$ cat config.mk
export PLATFORM = sky130hd
export DESIGN_NAME = aes_round_engine
export DESIGN_NICKNAME = d
export VERILOG_FILES = /design/src/rtl/aes_round_engine.sv
export SDC_FILE = /design/constraint.sdc
export NUM_CORES = 2
export LEC_CHECK = 0
export CAP_MARGIN = 15
export CORE_AREA = 3 3 699 701
export DETAILED_ROUTE_END_ITERATION = 6
export DIE_AREA = 0 0 702 704
export PLACE_DENSITY = 0.3
export SLEW_MARGIN = 20
export SYNTH_ARGS = -nofsm -noshare
export SYNTH_HDL_FRONTEND = slang
export SYNTH_SLANG_ARGS = --single-unit
$ cat constraint.sdc
create_clock -name i_clk -period 4.01 [get_ports i_clk]
set_input_delay 0.401 -clock i_clk [delete_from_list [all_inputs] [get_ports i_clk]]
set_output_delay 0.401 -clock i_clk [all_outputs]
set_load 0.05 [all_outputs]
$ cat src/rtl/aes_round_engine.sv
// Iterative AES-128 encryption: one S-box lookup per cycle, then one ShiftRows/MixColumns/AddRoundKey cycle per round.
// Optional block counter output o_blk_count is enabled by defining AES_BLK_CNT_EN.
module aes_round_engine #(
  parameter int unsigned NR        = 10,
  parameter int unsigned ADDR_W    = 12,
  parameter int unsigned SBOX_BASE = 0
) (
  input  logic                 i_clk,
  input  logic                 i_rst_n,
  input  logic                 i_start,
  input  logic                 i_keys_valid,
  input  logic [127:0]         i_plaintext,
  input  logic [NR:0][127:0]   i_round_keys,
  output logic                 o_busy,
  output logic                 o_done,
  output logic [127:0]         o_ciphertext,
  output logic [ADDR_W-1:0]    o_mem_addr,
  output logic                 o_mem_req,
`ifdef AES_BLK_CNT_EN
  output logic [31:0]          o_blk_count,
`endif
  input  logic [127:0]         i_mem_rdata
);

  localparam int unsigned RW = $clog2(NR + 1);

  typedef enum logic [1:0] {StIdle, StSub, StMix} state_e;

  state_e          r_state, w_state_nxt;
  logic [127:0]    r_data, w_data_nxt;
  logic [RW-1:0]   r_round, w_round_nxt;
  logic [3:0]      r_byte_idx, w_byte_nxt;
  logic            r_done, w_done_nxt;
  logic [127:0]    r_ct, w_ct_nxt;
  logic            w_mem_req;
  logic [6:0]      w_lsb;
  logic [7:0]      w_cur_byte;
  logic [127:0]    w_sr, w_mc, w_res;
  logic            w_last;
  logic            w_unused;

  function automatic logic [7:0] xtime(input logic [7:0] b);
    return {b[6:0], 1'b0} ^ (b[7] ? 8'h1b : 8'h00);
  endfunction

  // Byte k sits at [127-8k -: 8]; bytes are column-major, so row r of column c is byte r+4c.
  function automatic logic [127:0] shift_rows(input logic [127:0] s);
    logic [127:0] o;
    o = '0;
    for (int c = 0; c < 4; c++) begin
      for (int r = 0; r < 4; r++) begin
        o[127-8*(r+4*c) -: 8] = s[127-8*(r+4*((c+r)%4)) -: 8];
      end
    end
    return o;
  endfunction

  function automatic logic [127:0] mix_columns(input logic [127:0] s);
    logic [127:0] o;
    logic [7:0]   a0, a1, a2, a3;
    o = '0;
    for (int c = 0; c < 4; c++) begin
      a0 = s[127-32*c -: 8];
      a1 = s[119-32*c -: 8];
      a2 = s[111-32*c -: 8];
      a3 = s[103-32*c -: 8];
      o[127-32*c -: 8] = xtime(a0) ^ xtime(a1) ^ a1 ^ a2 ^ a3;
      o[119-32*c -: 8] = a0 ^ xtime(a1) ^ xtime(a2) ^ a2 ^ a3;
      o[111-32*c -: 8] = a0 ^ a1 ^ xtime(a2) ^ xtime(a3) ^ a3;
      o[103-32*c -: 8] = xtime(a0) ^ a0 ^ a1 ^ a2 ^ xtime(a3);
    end
    return o;
  endfunction

  assign w_lsb      = {~r_byte_idx, 3'b000};
  assign w_cur_byte = r_data[w_lsb +: 8];
  assign w_last     = (r_round == RW'(NR));
  assign w_sr       = shift_rows(r_data);
  assign w_mc       = w_last ? w_sr : mix_columns(w_sr);
  assign w_res      = w_mc ^ i_round_keys[r_round];
  assign w_unused   = ^i_mem_rdata[127:8];

  always_comb begin
    w_state_nxt = r_state;
    w_data_nxt  = r_data;
    w_round_nxt = r_round;
    w_byte_nxt  = r_byte_idx;
    w_done_nxt  = 1'b0;
    w_ct_nxt    = r_ct;
    w_mem_req   = 1'b0;
    unique case (r_state)
      StIdle: begin
        if (i_start && i_keys_valid) begin
          w_data_nxt  = i_plaintext ^ i_round_keys[0];
          w_round_nxt = RW'(1);
          w_byte_nxt  = '0;
          w_state_nxt = StSub;
        end
      end
      StSub: begin
        w_mem_req              = 1'b1;
        w_data_nxt[w_lsb +: 8] = i_mem_rdata[7:0];
        w_byte_nxt             = r_byte_idx + 4'd1;
        if (r_byte_idx == 4'd15) w_state_nxt = StMix;
      end
      StMix: begin
        w_data_nxt = w_res;
        if (w_last) begin
          w_ct_nxt    = w_res;
          w_done_nxt  = 1'b1;
          w_state_nxt = StIdle;
        end else begin
          w_round_nxt = r_round + RW'(1);
          w_state_nxt = StSub;
        end
      end
      default: w_state_nxt = StIdle;
    endcase
  end

  always_ff @(posedge i_clk or negedge i_rst_n) begin
    if (!i_rst_n) begin
      r_state    <= StIdle;
      r_data     <= '0;
      r_round    <= '0;
      r_byte_idx <= '0;
      r_done     <= 1'b0;
      r_ct       <= '0;
    end else begin
      r_state    <= w_state_nxt;
      r_data     <= w_data_nxt;
      r_round    <= w_round_nxt;
      r_byte_idx <= w_byte_nxt;
      r_done     <= w_done_nxt;
      r_ct       <= w_ct_nxt;
    end
  end

`ifdef AES_BLK_CNT_EN
  logic [31:0] r_blk_count;

  always_ff @(posedge i_clk or negedge i_rst_n) begin
    if (!i_rst_n) begin
      r_blk_count <= '0;
    end else if (w_done_nxt) begin
      r_blk_count <= r_blk_count + 32'd1;
    end
  end

  assign o_blk_count = r_blk_count;
`endif

  assign o_busy       = (r_state != StIdle);
  assign o_done       = r_done;
  assign o_ciphertext = r_ct;
  assign o_mem_req    = w_mem_req;
  // Address defaults to SBOX_BASE whenever no lookup is live.
  assign o_mem_addr   = ADDR_W'(SBOX_BASE) + (w_mem_req ? ADDR_W'(w_cur_byte) : ADDR_W'(0));

endmodule

* Yosys cells after proc, flatten, opt, wreduce, memory -nomap -nowiden
Cells that the tools add are included.
** Word-level totals
- Register bits after elaboration :: 267
- Input port bits :: 1668
- Output and inout bits :: 143
- Logic and storage cells :: 149
** Cells by class
- Add/sub/neg operators :: 3
- Order comparisons :: 1
- Equal/unequal tests :: 7
- Shift-type cells :: 3
- Multiplexer cells :: 35
- Bitwise logic cells :: 83
- Reduce and logical (&&, ||, !) cells :: 11
** Operator list (count)
- 128-bit binary-select mux with 4-bit select :: 1
- 8-bit XOR :: 64
- 128-bit 2-to-1 mux :: 3
- 128-bit one-hot mux with 3 select lines :: 1
- 128-bit XOR :: 2
- 128-bit bitwise mux :: 1
- 8-bit by 9-bit variable shift with 128-bit output (first input constant) :: 1
- 128-bit by 8-bit indexed part select with 8-bit output :: 1
- 8-bit by 9-bit indexed part select with 128-bit output :: 1
- 8-bit by 5-bit XOR with 8-bit output :: 16
- 5-bit 2-to-1 mux :: 16
- 4-bit one-hot mux with 2 select lines :: 2
- 4-bit 2-to-1 mux :: 3
- 7-bit negator with 9-bit output :: 1
- 4-bit by 1-bit adder with 4-bit output (second input constant) :: 2
- 4-bit == test (second input constant) :: 2
- 8-bit 2-to-1 mux :: 1
- 2-bit AND reduction :: 4
- 2-bit inequality test (second input constant) :: 3
- 2-bit one-hot mux with 3 select lines :: 1
- 2-bit nonzero test :: 3
- 4-bit by 5-bit less-than comparator with 1-bit output (second input constant) :: 1
- 1-bit 2-to-1 mux :: 4
- 2-bit 2-to-1 mux :: 2
- other kinds (7) :: 7

* Longest topological paths before layout
- Depth after elaboration :: 9
- Gate-level depth with buffers :: 16
- Depth with buffers taken out :: 8

* Least setup slack after synthesis
Ideal clock, no wire load.
- Path type :: register to register
- Start point :: reg r_byte_idx[0]
- End point :: reg r_data[0]
- Library setup time :: 0.128 ns
- Arrival :: 3.110 ns
- Data required time :: 3.882 ns
- Setup slack :: 0.772 ns
- Cell stages (with the launch flop) :: 11
- Buffers on the path :: 3
- Cells stage by stage :: dfrtp_1 > buf_2 > clkbuf_1 > clkbuf_1 > inv_1 > ha_1 > nand2b_2 > nor3_2 > mux2_2 > a221oi_1 > nor3_1
** On the way
- Longest elaborated chain between the ends :: 5
- Elaborated cells between the ends (all ways) :: 6
- Classes of those cells :: add/sub (1); shift (2); mux (2); bitwise (1)
** Ends and longest elaborated chain
- from (decl) :: RTL line 32 : logic [3:0] r_byte_idx, w_byte_nxt;
- from (signal assigned) :: RTL line 133 : r_byte_idx <= w_byte_nxt;
- 4-bit NOT * :: RTL line 75 : assign w_lsb = {~r_byte_idx, 3'b000};
- 7-bit negator with 9-bit output * :: RTL line 102 : w_data_nxt[w_lsb +: 8] = i_mem_rdata[7:0];
- 8-bit by 9-bit indexed part select with 128-bit output / 8-bit by 9-bit variable shift with 128-bit output (equally long branches) :: RTL line 102
- 128-bit bitwise mux * :: RTL line 102
- 128-bit one-hot mux with 3 select lines * :: RTL line 91 : unique case (r_state)
- to (signal assigned) :: RTL line 131 : r_data <= w_data_nxt;
- to (decl) :: RTL line 30 : logic [127:0] r_data, w_data_nxt;
Mark *: on every way between the ends. The rest lies on a longest branch, timed or not.
A chain may end at the register's enable or synchronous reset.

* Worst setup path in the final report
- Start point :: reg r_round[1]
- End point :: reg r_data[79]
** On the way
- Longest elaborated chain between the ends :: 4
- Elaborated cells between the ends (all ways) :: 6
- Classes of those cells :: eq/ne (1); mux (4); bitwise (1)
** Ends and longest elaborated chain
- from (decl) :: RTL line 31 : logic [RW-1:0] r_round, w_round_nxt;
- from (signal assigned) :: RTL line 132 : r_round <= w_round_nxt;
- 128-bit binary-select mux with 4-bit select / 4-bit == test (equally long branches) :: RTL line 80, 77
- 128-bit 2-to-1 mux (on tied branches) :: RTL line 80, 79
- 128-bit XOR * :: RTL line 80 : assign w_res = w_mc ^ i_round_keys[r_round];
- 128-bit one-hot mux with 3 select lines * :: RTL line 91
Mark *: on every way between the ends. The rest lies on a longest branch, timed or not. The select of a mux whose other input is x is not followed.

==> impl_metrics.py <==
metrics = {
    "outcome": {
        "outcome": "finished, final reports clean",
    },
    "timing": {
        "hold_ws_ps": 341,
        "final.period_utilization_pct": 94.9,
        "postLayoutSetupSlackWorst_ps": 206,
        "grt_setup_unrepaired": "false",
        "fin_crit_ps": 3800,
        "timing.max_slew.rel_slack_pct": 21.9,
        "maxClockFrequency_ghz": 0.263,
        "final-hold-violation-count": 0,
        "timing.clock.skew_ps": 51.3,
        "report.final.slew_viol_count": 0,
        "final-setup-viol-count": 0,
        "timing_worst_slew_pin_value_ps": 1170,
    },
    "die": {
        "die_width_um": 702,
        "die_h_um": 704,
        "core_mm2": 0.482,
        "floorplan.rows": 255,
        "floorplan.die_area_mm2": 0.494,
        "effective_utilization_at_floorplan_pct": 7.56,
        "io_pins": 1811,
    },
    "final_layout": {
        "layout.cells.most_common": "sky130_fd_sc_hd__clkdlybuf4s50_1",
        "final_cell_count_no_fill": 12000,
        "layout-drive-gt1-share_pct": 16.5,
        "mostFrequentLayoutCells": "sky130_fd_sc_hd__clkdlybuf4s50_1 (1657), sky130_fd_sc_hd__buf_4 (379), sky130_fd_sc_hd__nand2_1 (371)",
        "final_core_utilization_pct": 13.3,
        "synthToLayoutAreaGrowth_pct": 76.3,
        "final_net_count": 7147,
    },
    "clock_tree": {
        "clk-insertion-delay-late_ps": 660,
        "cts_buffers": 41,
        "htreeDepth": 2,
        "cts-root-buf": "sky130_fd_sc_hd__clkbuf_16",
        "cts_sinks": 267,
        "clk_pin_slew_worst_paths_ps": 60,
        "tritoncts": "yes",
        "ctsLongestPathBuffers": 3,
        "post-cts-setup-buffers": 0,
    },
    "placement": {
        "post-place-cells": 11900,
        "finalWeightedCongestion": 0.896,
        "dp_worst_setup_slack_ps": 60.6,
        "dp.final_hpwl_um": 405000,
        "placement.io_buffers": 1686,
    },
    "yosys": {
        "synthesis.area_per_instance_um2": 9.55,
        "yosysSeqAreaShare_pct": 18.3,
        "synth_cells": 3820,
        "post_synth_instance_area_mm2": 0.0365,
        "asyncSetResetFlopFracSynth_pct": 100,
        "post_synth_num_cell_types": 82,
        "ys_ff_latch": 267,
        "top_flip_flop_cell_by_instance_count_after_synthesis": "sky130_fd_sc_hd__dfrtp_1",
        "yosys_warnings": 0,
        "number_of_synthesized_flops_with_an_enable_pin": 0,
    },
    "critical_path": {
        "critical_path_depth": 10,
        "slowest_stage_cell_on_the_critical_path": "sky130_fd_sc_hd__a221oi_1",
        "reg2reg_slack_ps": 210,
        "crit_family": "compound AO/OA/AOI/OAI gates",
        "critical_path.reg2reg.endpoint": "r_data[79]",
        "timing.critical_path.cells": "buf_12 > buf_12 > buf_4 > mux2_2 > a221oi_1 > o31ai_2 > buf_4 > xor2_1 > nand2_1 > a311oi_1",
        "critical_path.endpoint_type": "register",
        "timing.critical_path.from": "r_round[1]",
        "critPathBufInv": 4,
        "crit_path_max_fanout": 50,
        "timing.critical_path.to": "r_data[79]",
        "slowest_delay_ps": 800,
        "rr_startpoint": "r_round[1]",
        "cp.arrival_ps": 4350,
        "critPathRequiredTime_ps": 4560,
        "worst_reg_to_reg_cells": 10,
        "critical_path_class": "register to register",
        "critPathLaunchType": "register",
    },
    "grt": {
        "globalRouteTotalUtil_pct": 17.9,
        "initial_antenna_violation_count": 321,
        "grt_pass1_vias": 43700,
        "grt_start_max_net_pins": 121,
        "grt-ovfl-total": 0,
        "first_pass_grt_wire_length_um": 560000,
    },
    "route": {
        "vias_per_cell": 3.52,
        "postRouteAntennaNets": 0,
        "total_length_of_routed_wires_um": 459000,
        "first_pass_iters": 7,
        "vias": 42200,
        "detailedRoute.firstIterationViolations": 3509,
        "wl_per_cell_um": 38.3,
        "drt_drc_violations_left": 0,
    },
    "power": {
        "power.static_leakage_uw": 0.0235,
        "pd_cells_mw_per_mm2": 963,
        "power_uw": 61900,
        "ir_worst_vdd_mv": 0.416,
    },
    "min_path": {
        "hold_path_class": "input pin to asynchronous set/reset pin",
    },
    "job": {
        "cap_violations": 0,
    },
}
==> worst min-delay path by stage <==
stage	from	to	slack [ps]	cells past startpoint
2_1_floorplan	i_rst_n	o_ciphertext[0]	110	0
3_3_place_gp	i_rst_n	o_ciphertext[42]	450	1
3_5_place_dp	i_rst_n	o_ciphertext[42]	460	1
4_1_cts	i_rst_n	o_ciphertext[42]	370	2
5_1_grt	i_rst_n	o_ciphertext[42]	390	2
6_report	i_rst_n	o_ciphertext[42]	340	2
==> through the flow <==
step	area (um2)	TNS, ps
final	64300	0
after global routing	64200	0
after CTS	64100	0
after detailed placement	62700	0
after global placement	62700	-83.6
after floorplan	36500	0
==> power breakdown <==
part | switching (uW) | internal (uW)
sequential | 3370 | 3400
combinational | 30400 | 20600
clock | 1730 | 2380
total | 35500 | 26400
==> synthesized netlist by cell type (30+ instances only) <==
cell                        number  share of area [%]
sky130_fd_sc_hd__nand3_1       143                2.0
sky130_fd_sc_hd__mux2i_1       245                6.7
sky130_fd_sc_hd__o2bb2ai_1      52                1.2
sky130_fd_sc_hd__xor2_1        174                4.2
sky130_fd_sc_hd__mux2_2        106                3.3
sky130_fd_sc_hd__a221oi_1      114                2.7
sky130_fd_sc_hd__xnor2_1       285                6.8
sky130_fd_sc_hd__nor2_1        156                1.6
sky130_fd_sc_hd__a2bb2oi_1      49                1.2
sky130_fd_sc_hd__o31ai_1        67                1.4
sky130_fd_sc_hd__o21ai_1        38               0.52
sky130_fd_sc_hd__o21ai_0       213                2.9
sky130_fd_sc_hd__mux4_2        220                 14
sky130_fd_sc_hd__o221ai_1       30               0.72
sky130_fd_sc_hd__clkbuf_1      279                2.9
sky130_fd_sc_hd__xnor3_1       107                6.6
sky130_fd_sc_hd__dfrtp_1       267                 18
sky130_fd_sc_hd__a21oi_1       158                2.2
sky130_fd_sc_hd__nand4b_1       32               0.77
sky130_fd_sc_hd__buf_2         103                1.4
sky130_fd_sc_hd__nand2_1       372                3.8
sky130_fd_sc_hd__nor3_1        107                1.5
==> layer usage <==
metal	GRT usage, %	share of wire (%)	up-vias	wire, um
li1	-	-	17800	-
met4	4.24	3.1	190	14300
met1	20.4	39	21500	179000
met5	0	0.26	-	1210
met3	4.89	7.0	579	31900
met2	32.6	51	2080	233000
==> what timing repair did <==
action / in CTS / in global routing
endpoints found under the hold margin: 58 / 0
gates resized for setup: 0 / 0
hold buffers: 1 / 0
==> state kept, by name, indices dropped and copies added (netlist names) <==
signal and count:
r_data 128, r_byte_idx 4, r_state 2, o_ciphertext 128, o_done 1, r_round 4
==> cells by family (layout without fill, tap and decap cells) <==
family                     count (synthesis)  in the layout  share of synthesized area (%)
other                                      1             76                         0.0103
DFF                                      267            267                           18.3
xor gates and xnor gates                 597            597                           19.6
adders and majority gates                 10             10                          0.343
muxes                                    596            596                           25.4
AOI/OAI and AO/OA                        955            955                           18.5
and+or+nand+nor                          895            895                           11.2
buffers and inverters                    499           2175                           6.71
==> cell type report <==
class,count,area (um2)
tap,6425,8040
sequential,267,6700
clock inverter,16,240
inverter,23,98.8
multi-input combinational,3057,27600
clock buffer,57,1180
fill,54900,418000
antenna,72,180
timing repair buffer,2079,20300
Note: power is estimated with default switching activity, not from simulation.
